==> src/rtl/wb_write_queue_if.sv <==
// Bundle for the write-back queue: producer stream, register-file write port,
// decode forwarding probes and occupancy.
interface wb_write_queue_if #(
    parameter int DEPTH = 4,
    parameter int AW    = 5,
    parameter int DW    = 32
);
    localparam int CW = $clog2(DEPTH) + 1;

    logic          in_valid;
    logic          in_ready;
    logic [AW-1:0] in_addr;
    logic [DW-1:0] in_data;

    logic [AW-1:0] wAddr;
    logic [DW-1:0] wData;
    logic          we;

    logic [AW-1:0] rAddr1;
    logic [AW-1:0] rAddr2;
    logic          fwd_hit1;
    logic [DW-1:0] fwd_data1;
    logic          fwd_hit2;
    logic [DW-1:0] fwd_data2;

    logic [CW-1:0] count;

    // Producer / decode / register-file side
    modport master (
        output in_valid, in_addr, in_data, rAddr1, rAddr2,
        input  in_ready, wAddr, wData, we,
        input  fwd_hit1, fwd_data1, fwd_hit2, fwd_data2, count
    );

    // Queue side
    modport slave (
        input  in_valid, in_addr, in_data, rAddr1, rAddr2,
        output in_ready, wAddr, wData, we,
        output fwd_hit1, fwd_data1, fwd_hit2, fwd_data2, count
    );
endinterface

==> src/rtl/wb_write_queue.sv <==
// In-order write-back queue feeding the register-file write port, one retire per cycle.
// Define WBQ_BYPASS_EN to build the decode forwarding search; otherwise fwd_* are tied to 0.
module wb_write_queue #(
    parameter int DEPTH = 4,
    parameter int AW    = 5,
    parameter int DW    = 32
) (
    input  logic             clk,
    input  logic             rst,
    wb_write_queue_if.slave  bus
);
    localparam int PW = $clog2(DEPTH);
    localparam int CW = PW + 1;

    logic [AW-1:0] ent_addr [DEPTH];
    logic [DW-1:0] ent_data [DEPTH];

    logic [PW-1:0] wr_ptr;
    logic [PW-1:0] rd_ptr;
    logic [CW-1:0] count_q;

    logic full;
    logic empty;
    logic push;
    logic pop;

    assign full  = (count_q == CW'(DEPTH));
    assign empty = (count_q == '0);

    // in_ready looks only at occupancy, never at the retire happening this cycle
    assign bus.in_ready = !rst && !full;

    // Register 0 is hardwired: the handshake completes but nothing is stored
    assign push = bus.in_valid && bus.in_ready && (bus.in_addr != '0);

    // A reset cycle discards the pending head instead of writing it
    assign pop = !rst && !empty;

    assign bus.we    = pop;
    assign bus.wAddr = empty ? '0 : ent_addr[rd_ptr];
    assign bus.wData = empty ? '0 : ent_data[rd_ptr];
    assign bus.count = count_q;

    always_ff @(posedge clk) begin
        if (rst) begin
            wr_ptr  <= '0;
            rd_ptr  <= '0;
            count_q <= '0;
        end else begin
            if (push) begin
                wr_ptr <= wr_ptr + PW'(1);
            end
            if (pop) begin
                rd_ptr <= rd_ptr + PW'(1);
            end
            case ({push, pop})
                2'b10:   count_q <= count_q + CW'(1);
                2'b01:   count_q <= count_q - CW'(1);
                default: count_q <= count_q;
            endcase
        end
    end

    always_ff @(posedge clk) begin
        if (push) begin
            ent_addr[wr_ptr] <= bus.in_addr;
            ent_data[wr_ptr] <= bus.in_data;
        end
    end

`ifdef WBQ_BYPASS_EN
    logic [DEPTH-1:0] ent_vld;
    logic [PW-1:0]    idx;
    logic             hit1;
    logic             hit2;
    logic [DW-1:0]    data1;
    logic [DW-1:0]    data2;

    always_ff @(posedge clk) begin
        if (rst) begin
            ent_vld <= '0;
        end else begin
            if (pop) begin
                ent_vld[rd_ptr] <= 1'b0;
            end
            if (push) begin
                ent_vld[wr_ptr] <= 1'b1;
            end
        end
    end

    // Walk oldest to newest so the newest match overwrites earlier ones
    always_comb begin
        idx   = '0;
        hit1  = 1'b0;
        hit2  = 1'b0;
        data1 = '0;
        data2 = '0;
        for (int i = 0; i < DEPTH; i++) begin
            idx = rd_ptr + PW'(i);
            if (ent_vld[idx] && (bus.rAddr1 != '0) && (ent_addr[idx] == bus.rAddr1)) begin
                hit1  = 1'b1;
                data1 = ent_data[idx];
            end
            if (ent_vld[idx] && (bus.rAddr2 != '0) && (ent_addr[idx] == bus.rAddr2)) begin
                hit2  = 1'b1;
                data2 = ent_data[idx];
            end
        end
    end

    assign bus.fwd_hit1  = hit1;
    assign bus.fwd_data1 = data1;
    assign bus.fwd_hit2  = hit2;
    assign bus.fwd_data2 = data2;
`else
    assign bus.fwd_hit1  = 1'b0;
    assign bus.fwd_data1 = '0;
    assign bus.fwd_hit2  = 1'b0;
    assign bus.fwd_data2 = '0;
`endif

endmodule

==> src/flat_wrapper.sv <==
// flat-port wrapper written by rule: the top's interface ports become plain ports
module wb_write_queue_flat 
#(
    parameter int DEPTH = 4,
    parameter int AW    = 5,
    parameter int DW    = 32
)
  (clk, rst, bus_in_valid, bus_in_addr, bus_in_data, bus_rAddr1, bus_rAddr2, bus_in_ready, bus_wAddr, bus_wData, bus_we, bus_fwd_hit1, bus_fwd_data1, bus_fwd_hit2, bus_fwd_data2, bus_count);
  wb_write_queue_if #(.DEPTH(DEPTH), .AW(AW), .DW(DW)) bus_i ();
  input  logic clk;
  input  logic rst;
  input wire logic [$bits(bus_i.in_valid)-1:0] bus_in_valid;
  input wire logic [$bits(bus_i.in_addr)-1:0] bus_in_addr;
  input wire logic [$bits(bus_i.in_data)-1:0] bus_in_data;
  input wire logic [$bits(bus_i.rAddr1)-1:0] bus_rAddr1;
  input wire logic [$bits(bus_i.rAddr2)-1:0] bus_rAddr2;
  output wire logic [$bits(bus_i.in_ready)-1:0] bus_in_ready;
  output wire logic [$bits(bus_i.wAddr)-1:0] bus_wAddr;
  output wire logic [$bits(bus_i.wData)-1:0] bus_wData;
  output wire logic [$bits(bus_i.we)-1:0] bus_we;
  output wire logic [$bits(bus_i.fwd_hit1)-1:0] bus_fwd_hit1;
  output wire logic [$bits(bus_i.fwd_data1)-1:0] bus_fwd_data1;
  output wire logic [$bits(bus_i.fwd_hit2)-1:0] bus_fwd_hit2;
  output wire logic [$bits(bus_i.fwd_data2)-1:0] bus_fwd_data2;
  output wire logic [$bits(bus_i.count)-1:0] bus_count;
  assign bus_i.in_valid = bus_in_valid;
  assign bus_i.in_addr = bus_in_addr;
  assign bus_i.in_data = bus_in_data;
  assign bus_i.rAddr1 = bus_rAddr1;
  assign bus_i.rAddr2 = bus_rAddr2;
  assign bus_in_ready = bus_i.in_ready;
  assign bus_wAddr = bus_i.wAddr;
  assign bus_wData = bus_i.wData;
  assign bus_we = bus_i.we;
  assign bus_fwd_hit1 = bus_i.fwd_hit1;
  assign bus_fwd_data1 = bus_i.fwd_data1;
  assign bus_fwd_hit2 = bus_i.fwd_hit2;
  assign bus_fwd_data2 = bus_i.fwd_data2;
  assign bus_count = bus_i.count;
  wb_write_queue #(.DEPTH(DEPTH), .AW(AW), .DW(DW)) u_core (.clk(clk), .rst(rst), .bus(bus_i));
endmodule
==> config.mk <==
export PLATFORM = sky130hd
export DESIGN_NAME = wb_write_queue_flat
export DESIGN_NICKNAME = d
export VERILOG_FILES = /design/src/rtl/wb_write_queue_if.sv /design/src/rtl/wb_write_queue.sv /design/src/flat_wrapper.sv
export SDC_FILE = /design/constraint.sdc
export NUM_CORES = 1
export LEC_CHECK = 0
export CORE_UTILIZATION = 50
export CTS_CLUSTER_DIAMETER = 50
export CTS_CLUSTER_SIZE = 30
export DETAILED_ROUTE_END_ITERATION = 6
export PLACE_DENSITY = 0.8
export SYNTH_ARGS = -nofsm -noshare
export SYNTH_HDL_FRONTEND = slang
export SYNTH_SLANG_ARGS = --single-unit
==> constraint.sdc <==
create_clock -name clk -period 3.7 [get_ports clk]
set_clock_uncertainty 0.2 [all_clocks]
set_input_delay 1.11 -clock clk [delete_from_list [all_inputs] [get_ports clk]]
set_output_delay 1.11 -clock clk [all_outputs]
set_load 0.01 [all_outputs]
==> flow_results.xml, run 1 <==
<?xml version="1.0" encoding="UTF-8"?>
<metrics>
  <group name="yosys">
    <metric name="mappedNetlistArea" unit="um2">6630</metric>
    <metric name="xor_xnor_fraction_of_synth_area" unit="%">0.397</metric>
    <metric name="synth.lib_cells_used.distinct" unit="">33</metric>
    <metric name="seq_area_frac_synth" unit="%">69.8</metric>
    <metric name="syn_inst" unit="">357</metric>
    <metric name="synthesized_area_fraction_occupied_by_ao_oa_aoi_and_oai_cells" unit="%">0.623</metric>
    <metric name="synth-warning-count" unit="">0</metric>
    <metric name="combinational_family_with_the_most_area_after_synthesis" unit="">multiplexers</metric>
    <metric name="synth_simple_gate_area_share" unit="%">5.76</metric>
    <metric name="postSynthRegisterBits" unit="">157</metric>
    <metric name="yosys-mux-area-fraction" unit="%">12.6</metric>
    <metric name="synth_fa_ha_area_share" unit="%">1.25</metric>
    <metric name="post_synthesis_mean_instance_area" unit="um2">18.6</metric>
  </group>
  <group name="finish">
    <metric name="area.sequential" unit="um2">4630</metric>
    <metric name="layout_commonest_cell" unit="">sky130_fd_sc_hd__edfxtp_1</metric>
    <metric name="final_net_count" unit="">522</metric>
    <metric name="multiInputGateArea" unit="um2">1620</metric>
    <metric name="layout.filler_cells" unit="">864</metric>
    <metric name="final_cell_mix" unit="">148 x sky130_fd_sc_hd__edfxtp_1, 81 x sky130_fd_sc_hd__clkdlybuf4s50_1, 66 x sky130_fd_sc_hd__conb_1, 37 x sky130_fd_sc_hd__mux4_2, 35 x sky130_fd_sc_hd__nor2b_1</metric>
    <metric name="fin_area" unit="um2">8100</metric>
    <metric name="drive_gt1_share" unit="%">20.5</metric>
    <metric name="layout_overhead_on_the_synthesized_area" unit="%">22.3</metric>
    <metric name="antennaDiodeCount" unit="">0</metric>
  </group>
  <group name="clock_tree">
    <metric name="cts.repair_timing.setup_buffer_count" unit="">0</metric>
    <metric name="post_cts_resized" unit="">0</metric>
    <metric name="cts-buffers-inserted" unit="">17</metric>
    <metric name="cts-root-to-sink-buffers" unit="">2</metric>
    <metric name="clockRootBuffer" unit="">sky130_fd_sc_hd__clkbuf_16</metric>
    <metric name="number_of_buffers_inserted_by_hold_repair_at_cts" unit="">0</metric>
    <metric name="cts_htree_levels" unit="">4</metric>
    <metric name="clk_transition_reported_paths" unit="ps">50</metric>
    <metric name="cts_tree" unit="">yes</metric>
    <metric name="clock_sink_count" unit="">157</metric>
    <metric name="clock_latency" unit="ps">410</metric>
  </group>
  <group name="setup_path">
    <metric name="worstPathRequired" unit="ps">2390</metric>
    <metric name="timing.reg2reg.worst_path_depth" unit="">9</metric>
    <metric name="worst_path_largest_cell_delay" unit="ps">570</metric>
    <metric name="worstSetupStartpointType" unit="">primary input</metric>
    <metric name="ff_to_ff_end" unit="">u_core.bus.count[2]</metric>
    <metric name="worstSetupEndpointType" unit="">output port</metric>
    <metric name="critical_path.startpoint" unit="">rst</metric>
    <metric name="critPathCapture" unit="">bus_we</metric>
    <metric name="timing.critical_path.mode_cell" unit="">sky130_fd_sc_hd__clkdlybuf4s50_1</metric>
    <metric name="regToRegStartpoint" unit="">u_core.bus.count[2]</metric>
    <metric name="setup.reg_to_reg.worst_slack" unit="ps">1190</metric>
    <metric name="timing.critical_path.cells" unit="">clkdlybuf4s50_1 -&gt; nor2_1 -&gt; clkdlybuf4s50_1</metric>
    <metric name="critPathArrivalTime" unit="ps">2320</metric>
    <metric name="worst-setup-path-type" unit="">primary input to output port</metric>
    <metric name="cp_max_fo" unit="">4</metric>
    <metric name="cpMaxStageDelayCell" unit="">sky130_fd_sc_hd__clkdlybuf4s50_1</metric>
  </group>
  <group name="global_route">
    <metric name="initial_antenna_violation_count" unit="">0</metric>
    <metric name="grt.overflow.total" unit="">0</metric>
    <metric name="first_global_vias" unit="">3197</metric>
    <metric name="grtUsageTotal" unit="%">17.7</metric>
    <metric name="grt_max_degree" unit="">40</metric>
    <metric name="first_pass_grt_wire_length" unit="um">17000</metric>
  </group>
  <group name="floorplan">
    <metric name="die_h" unit="um">117</metric>
    <metric name="floorplan.io_pins" unit="">158</metric>
    <metric name="fp.coreArea" unit="um2">12800</metric>
    <metric name="die_area" unit="um2">13700</metric>
    <metric name="fp.dieW" unit="um">117</metric>
    <metric name="floorplan.initialDensity" unit="%">51.9</metric>
    <metric name="num_rows" unit="">41</metric>
  </group>
  <group name="sta">
    <metric name="unrepaired_setup_endpoints_after_global_routing" unit="">false</metric>
    <metric name="hold-worst-slack" unit="ps">315</metric>
    <metric name="fin_crit_sh" unit="%">98.1</metric>
    <metric name="report.final.setup_viol" unit="">0</metric>
    <metric name="maximum_clock_rate" unit="GHz">0.275</metric>
    <metric name="hold_violations" unit="">0</metric>
    <metric name="layout_min_cycle_time" unit="ps">3630</metric>
    <metric name="finalWorstSetupSlack" unit="ps">69.2</metric>
    <metric name="final-max-slew-violation-count" unit="">0</metric>
    <metric name="timing.setup.tns" unit="ps">0</metric>
  </group>
  <group name="routing">
    <metric name="drtPass1Iterations" unit="">4</metric>
    <metric name="drt_drc_violations_left" unit="">0</metric>
    <metric name="totalWireLength" unit="um">10800</metric>
    <metric name="vias_per_cell" unit="">4.90</metric>
    <metric name="route.antenna.remaining_nets" unit="">0</metric>
    <metric name="wl_per_cell" unit="um">16.6</metric>
    <metric name="via_count" unit="">3188</metric>
    <metric name="drt-initial-drc-count" unit="">195</metric>
  </group>
  <group name="place">
    <metric name="place_ws" unit="ps">-120</metric>
    <metric name="gpl.final_weighted_congestion" unit="">0.662</metric>
    <metric name="post_dp_cell_area" unit="um2">7470</metric>
    <metric name="port_buffers" unit="">81</metric>
    <metric name="dp_hpwl" unit="um">6750</metric>
  </group>
  <group name="run_status">
    <metric name="result_of_the_run" unit="">finished clean</metric>
  </group>
  <group name="pwr">
    <metric name="cellPowerDensity" unit="nW/um2">706</metric>
    <metric name="worst_ir_drop_vdd" unit="uV">392</metric>
    <metric name="power.static_leakage" unit="nW">2.75</metric>
    <metric name="totalPowerFinal" unit="mW">5.72</metric>
  </group>
  <group name="job">
    <metric name="cap_violations" unit="">0</metric>
  </group>
  <group name="worst_hold_path">
    <metric name="min_path_type" unit="">register to register</metric>
  </group>
</metrics>
routing by layer:
layer	track usage, %	routed length [um]
met1	21.5	4570
met3	5.72	620
met5	0	0
met4	5.57	104
met2	30.3	5530
report_power, final:
part | total (mW) | switching [mW] | internal (mW)
Clock | 1.69 | 0.636 | 1.06
Combinational | 1.86 | 0.807 | 1.06
Sequential | 2.16 | 0.0902 | 2.07
Total | 5.72 | 1.53 | 4.19
flip-flops by register name, indices dropped and copies added, names as in the netlist, named ones only:
| register | cells |
|---|---|
| u_core.wr_ptr | 2 |
| u_core.bus.count | 3 |
| u_core.ent_data | 128 |
| u_core.ent_addr | 20 |
| u_core.rd_ptr | 2 |
worst min-delay path by stage:
| stage | start | to | slack (ps) | depth (start not counted) |
|---|---|---|---|---|
| 6_report | u_core.wr_ptr[0] | u_core.wr_ptr[0] | 320 | 2 |
| 5_1_grt | u_core.wr_ptr[0] | u_core.wr_ptr[0] | 360 | 2 |
| 4_1_cts | u_core.wr_ptr[0] | u_core.wr_ptr[0] | 320 | 2 |
| 3_5_place_dp | u_core.wr_ptr[0] | u_core.wr_ptr[0] | 310 | 2 |
| 3_3_place_gp | u_core.wr_ptr[0] | u_core.wr_ptr[0] | 280 | 2 |
| 2_1_floorplan | u_core.wr_ptr[0] | u_core.wr_ptr[0] | 280 | 2 |
worst max-delay path, delay by kind of cell:
kind,cells,cell delay [ps]
and+or+nand+nor,1,180
buffers and inverters,2,1030
area by class of cell:
type                            count  share of cell area [%]
Sequential cell                   157                    57.1
Multi-Input combinational cell    180                    20.0
Timing Repair Buffer              104                    12.8
Clock buffer                       21                    5.43
Tap cell                          172                    2.66
Clock inverter                     10                    1.71
Inverter                            6                   0.278
cell usage after synthesis, drive strengths merged:
cell / instances / share of area [%]
and2: 1 / 0.094
nor2b: 38 / 3.9
nand2: 1 / 0.057
a21oi: 4 / 0.36
mux4: 37 / 13
fa: 1 / 0.30
dfxtp: 9 / 2.7
nand3: 2 / 0.15
nor2: 7 / 0.40
nand2b: 2 / 0.19
clkbuf: 3 / 0.19
xor2: 2 / 0.26
edfxtp: 148 / 67
o31ai: 1 / 0.11
o21ai: 2 / 0.15
conb: 1 / 0.057
xnor2: 1 / 0.13
inv: 6 / 0.34
or3: 1 / 0.094
buf: 76 / 9.0
and3: 4 / 0.38
ha: 5 / 0.94
nor4: 1 / 0.094
nor3: 4 / 0.38
kinds of logic after synthesis:
| logic type | Yosys count |
|---|---|
| muxes | 37 |
| xor gates and xnor gates | 3 |
| buffers and inverters | 85 |
| adders and majority gates | 6 |
| other | 1 |
| and+or+nand+nor | 61 |
| AOI/OAI and AO/OA | 7 |
| DFF | 157 |
metrics by stage:
stage / utilization [%] / instances
finish: 63.4 / 650
global route: 63.4 / 650
CTS: 63.0 / 643
detailed placement: 58.5 / 612
global placement: 58.5 / 612
floorplan: - / 422
(Power assumes the default switching activity.)
==> run 2: changes to the inputs <==
Settings changed: CORE_UTILIZATION 50 to 51, CTS_BUF_LIST set to sky130_fd_sc_hd__clkbuf_2, CTS_CLUSTER_SIZE 30 to 28, PLACE_DENSITY 0.8 to 0.82.
==> run 2 against run 1 <==
Worst hold slack gained 15 ps. Die area shrank 1.9%. Core utilization down 2.1 points. Final cell count fell by 0.77%. Largest cell class unchanged. Critical endpoint is now bus_wData[15].
==> flow_results.xml, run 2 (synthesis gave the netlist of run 1 again) <==
<?xml version="1.0" encoding="UTF-8"?>
<metrics>
  <group name="run_status">
    <metric name="result_of_the_run" unit="">finished clean</metric>
  </group>
  <group name="clock_tree">
    <metric name="cts-buffers-inserted" unit="">17</metric>
    <metric name="cts-root-to-sink-buffers" unit="">2</metric>
    <metric name="clk_transition_reported_paths" unit="ps">190</metric>
    <metric name="clock_sink_count" unit="">157</metric>
    <metric name="clock_latency" unit="ps">670</metric>
    <metric name="clockRootBuffer" unit="">sky130_fd_sc_hd__clkbuf_2</metric>
    <metric name="number_of_buffers_inserted_by_hold_repair_at_cts" unit="">0</metric>
    <metric name="cts_htree_levels" unit="">4</metric>
    <metric name="cts_tree" unit="">yes</metric>
  </group>
  <group name="sta">
    <metric name="layout_min_cycle_time" unit="ps">3530</metric>
    <metric name="hold_violations" unit="">0</metric>
    <metric name="final-max-slew-violation-count" unit="">0</metric>
    <metric name="worst_slew_margin_rel" unit="%">33.1</metric>
    <metric name="fin_crit_sh" unit="%">95.4</metric>
    <metric name="report.final.setup_viol" unit="">0</metric>
    <metric name="maximum_clock_rate" unit="GHz">0.283</metric>
    <metric name="finalWorstSetupSlack" unit="ps">171</metric>
    <metric name="unrepaired_setup_endpoints_after_global_routing" unit="">false</metric>
    <metric name="max_slew.worst_pin.slew" unit="ps">1000</metric>
  </group>
  <group name="finish">
    <metric name="layout_overhead_on_the_synthesized_area" unit="%">16.9</metric>
    <metric name="largest_register_ff_count" unit="">128</metric>
    <metric name="antennaDiodeCount" unit="">0</metric>
    <metric name="fin_area" unit="um2">7740</metric>
    <metric name="registers.top_by_ff_count" unit="">u_core.ent_data</metric>
    <metric name="final_net_count" unit="">516</metric>
    <metric name="layout_commonest_cell" unit="">sky130_fd_sc_hd__edfxtp_1</metric>
    <metric name="utilization" unit="%">61.4</metric>
    <metric name="drive_gt1_share" unit="%">21.8</metric>
    <metric name="layout.filler_cells" unit="">943</metric>
    <metric name="final_cell_mix" unit="">148 x sky130_fd_sc_hd__edfxtp_1, 66 x sky130_fd_sc_hd__conb_1, 43 x sky130_fd_sc_hd__clkdlybuf4s50_1, 37 x sky130_fd_sc_hd__mux4_2, 35 x sky130_fd_sc_hd__nor2b_1</metric>
  </group>
  <group name="global_route">
    <metric name="grt_max_degree" unit="">38</metric>
    <metric name="grt.overflow.total" unit="">0</metric>
    <metric name="first_global_vias" unit="">3255</metric>
    <metric name="first_pass_grt_wire_length" unit="um">16700</metric>
    <metric name="grtUsageTotal" unit="%">17.6</metric>
    <metric name="initial_antenna_violation_count" unit="">0</metric>
  </group>
  <group name="floorplan">
    <metric name="fp.coreArea" unit="um2">12600</metric>
    <metric name="floorplan.io_pins" unit="">158</metric>
    <metric name="die_h" unit="um">116</metric>
    <metric name="die_area" unit="um2">13500</metric>
    <metric name="floorplan.initialDensity" unit="%">52.5</metric>
    <metric name="num_rows" unit="">41</metric>
    <metric name="fp.dieW" unit="um">116</metric>
  </group>
  <group name="pwr">
    <metric name="power.static_leakage" unit="nW">2.70</metric>
    <metric name="cellPowerDensity" unit="nW/um2">639</metric>
    <metric name="worst_ir_drop_vdd" unit="uV">338</metric>
  </group>
  <group name="place">
    <metric name="dp_hpwl" unit="um">6510</metric>
    <metric name="gpl.final_weighted_congestion" unit="">0.614</metric>
    <metric name="place_ws" unit="ps">-24.1</metric>
    <metric name="port_buffers" unit="">81</metric>
    <metric name="post_dp_cell_area" unit="um2">7420</metric>
  </group>
  <group name="routing">
    <metric name="drtPass1Iterations" unit="">4</metric>
    <metric name="vias_per_cell" unit="">4.89</metric>
    <metric name="wl_per_cell" unit="um">16.5</metric>
    <metric name="route.antenna.remaining_nets" unit="">0</metric>
    <metric name="totalWireLength" unit="um">10700</metric>
    <metric name="via_count" unit="">3152</metric>
    <metric name="drt_drc_violations_left" unit="">0</metric>
    <metric name="drt-initial-drc-count" unit="">122</metric>
  </group>
  <group name="setup_path">
    <metric name="worstSetupStartpointType" unit="">register</metric>
    <metric name="worstSetupEndpointType" unit="">output port</metric>
    <metric name="critPathArrivalTime" unit="ps">2220</metric>
    <metric name="worstPathRequired" unit="ps">2390</metric>
    <metric name="worst-setup-path-type" unit="">register to output port</metric>
    <metric name="cp_max_fo" unit="">4</metric>
  </group>
  <group name="worst_hold_path">
    <metric name="min_path_type" unit="">register to register</metric>
  </group>
  <group name="job">
    <metric name="cap_violations" unit="">0</metric>
  </group>
</metrics>
run 2: cell types whose count changed in the layout (fill, tap and decap cells not counted), moves of 4 or more:
cell / change
sky130_fd_sc_hd__clkbuf_1: -4
sky130_fd_sc_hd__clkbuf_2: +23
sky130_fd_sc_hd__clkdlybuf4s50_1: -38
sky130_fd_sc_hd__clkbuf_16: -17
sky130_fd_sc_hd__buf_4: -6
sky130_fd_sc_hd__clkdlybuf4s15_1: +18
sky130_fd_sc_hd__dlygate4sd2_1: +16
run 2: layout make-up:
cell class / count / area [um2] / share of cell area, %
Timing Repair Buffer: 98 / 951 / 12.3
Clock buffer: 20 / 100 / 1.29
Multi-Input combinational cell: 180 / 1630 / 21.0
Inverter: 6 / 22.5 / 0.291
Tap cell: 172 / 215 / 2.78
Clock inverter: 12 / 195 / 2.52
Sequential cell: 157 / 4630 / 59.8
run 2: layer usage:
| layer | vias up | part of all wire (%) | track usage (%) |
|---|---|---|---|
| li1 | 1434 | - | - |
| met1 | 1562 | 42 | 21.2 |
| met2 | 143 | 51 | 29.2 |
| met3 | 13 | 6.0 | 5.91 |
| met4 | 0 | 1.5 | 7.35 |
| met5 | - | 0 | 0 |
run 2: final timing paths:
check	from	endpoint	slack (ps)	cells after the start
max reg2reg	u_core.bus.count[1]	u_core.ent_addr[0][0]	1250	3
min	u_core.wr_ptr[0]	u_core.wr_ptr[0]	330	2
max	register	bus_wData[15]	170	5
min reg2reg	u_core.wr_ptr[0]	u_core.wr_ptr[0]	330	2
run 2: what timing repair did:
item	CTS	global route
cloned	0	0
gates resized for setup	42	25
setup endpoints to repair	38	22
setup buffers	4	0
run 2: worst max-delay path, cell delays in order, from the launching register on:
cell and delay, ps:
sky130_fd_sc_hd__dfxtp_4 460, sky130_fd_sc_hd__buf_4 130, sky130_fd_sc_hd__buf_4 100, sky130_fd_sc_hd__mux4_2 480, sky130_fd_sc_hd__nor2b_1 140, sky130_fd_sc_hd__clkdlybuf4s15_1 260
run 2: per-stage QoR:
stage	hold slack [ps]	power (mW)	instances	setup TNS (ps)
3_3_place_gp	285	3.98	609	0
3_5_place_dp	321	4.02	609	-24.1
5_1_grt	369	5.22	645	0
6_report	331	4.95	645	0
2_1_floorplan	277	3.31	422	0
4_1_cts	343	5.00	645	0
run 2: report_power, final:
group	switching, mW	internal (mW)	total [mW]	leakage, nW
clock	0.561	0.517	1.08	0.168
combinational	0.819	0.909	1.73	1.12
sequential	0.0700	2.07	2.14	1.42
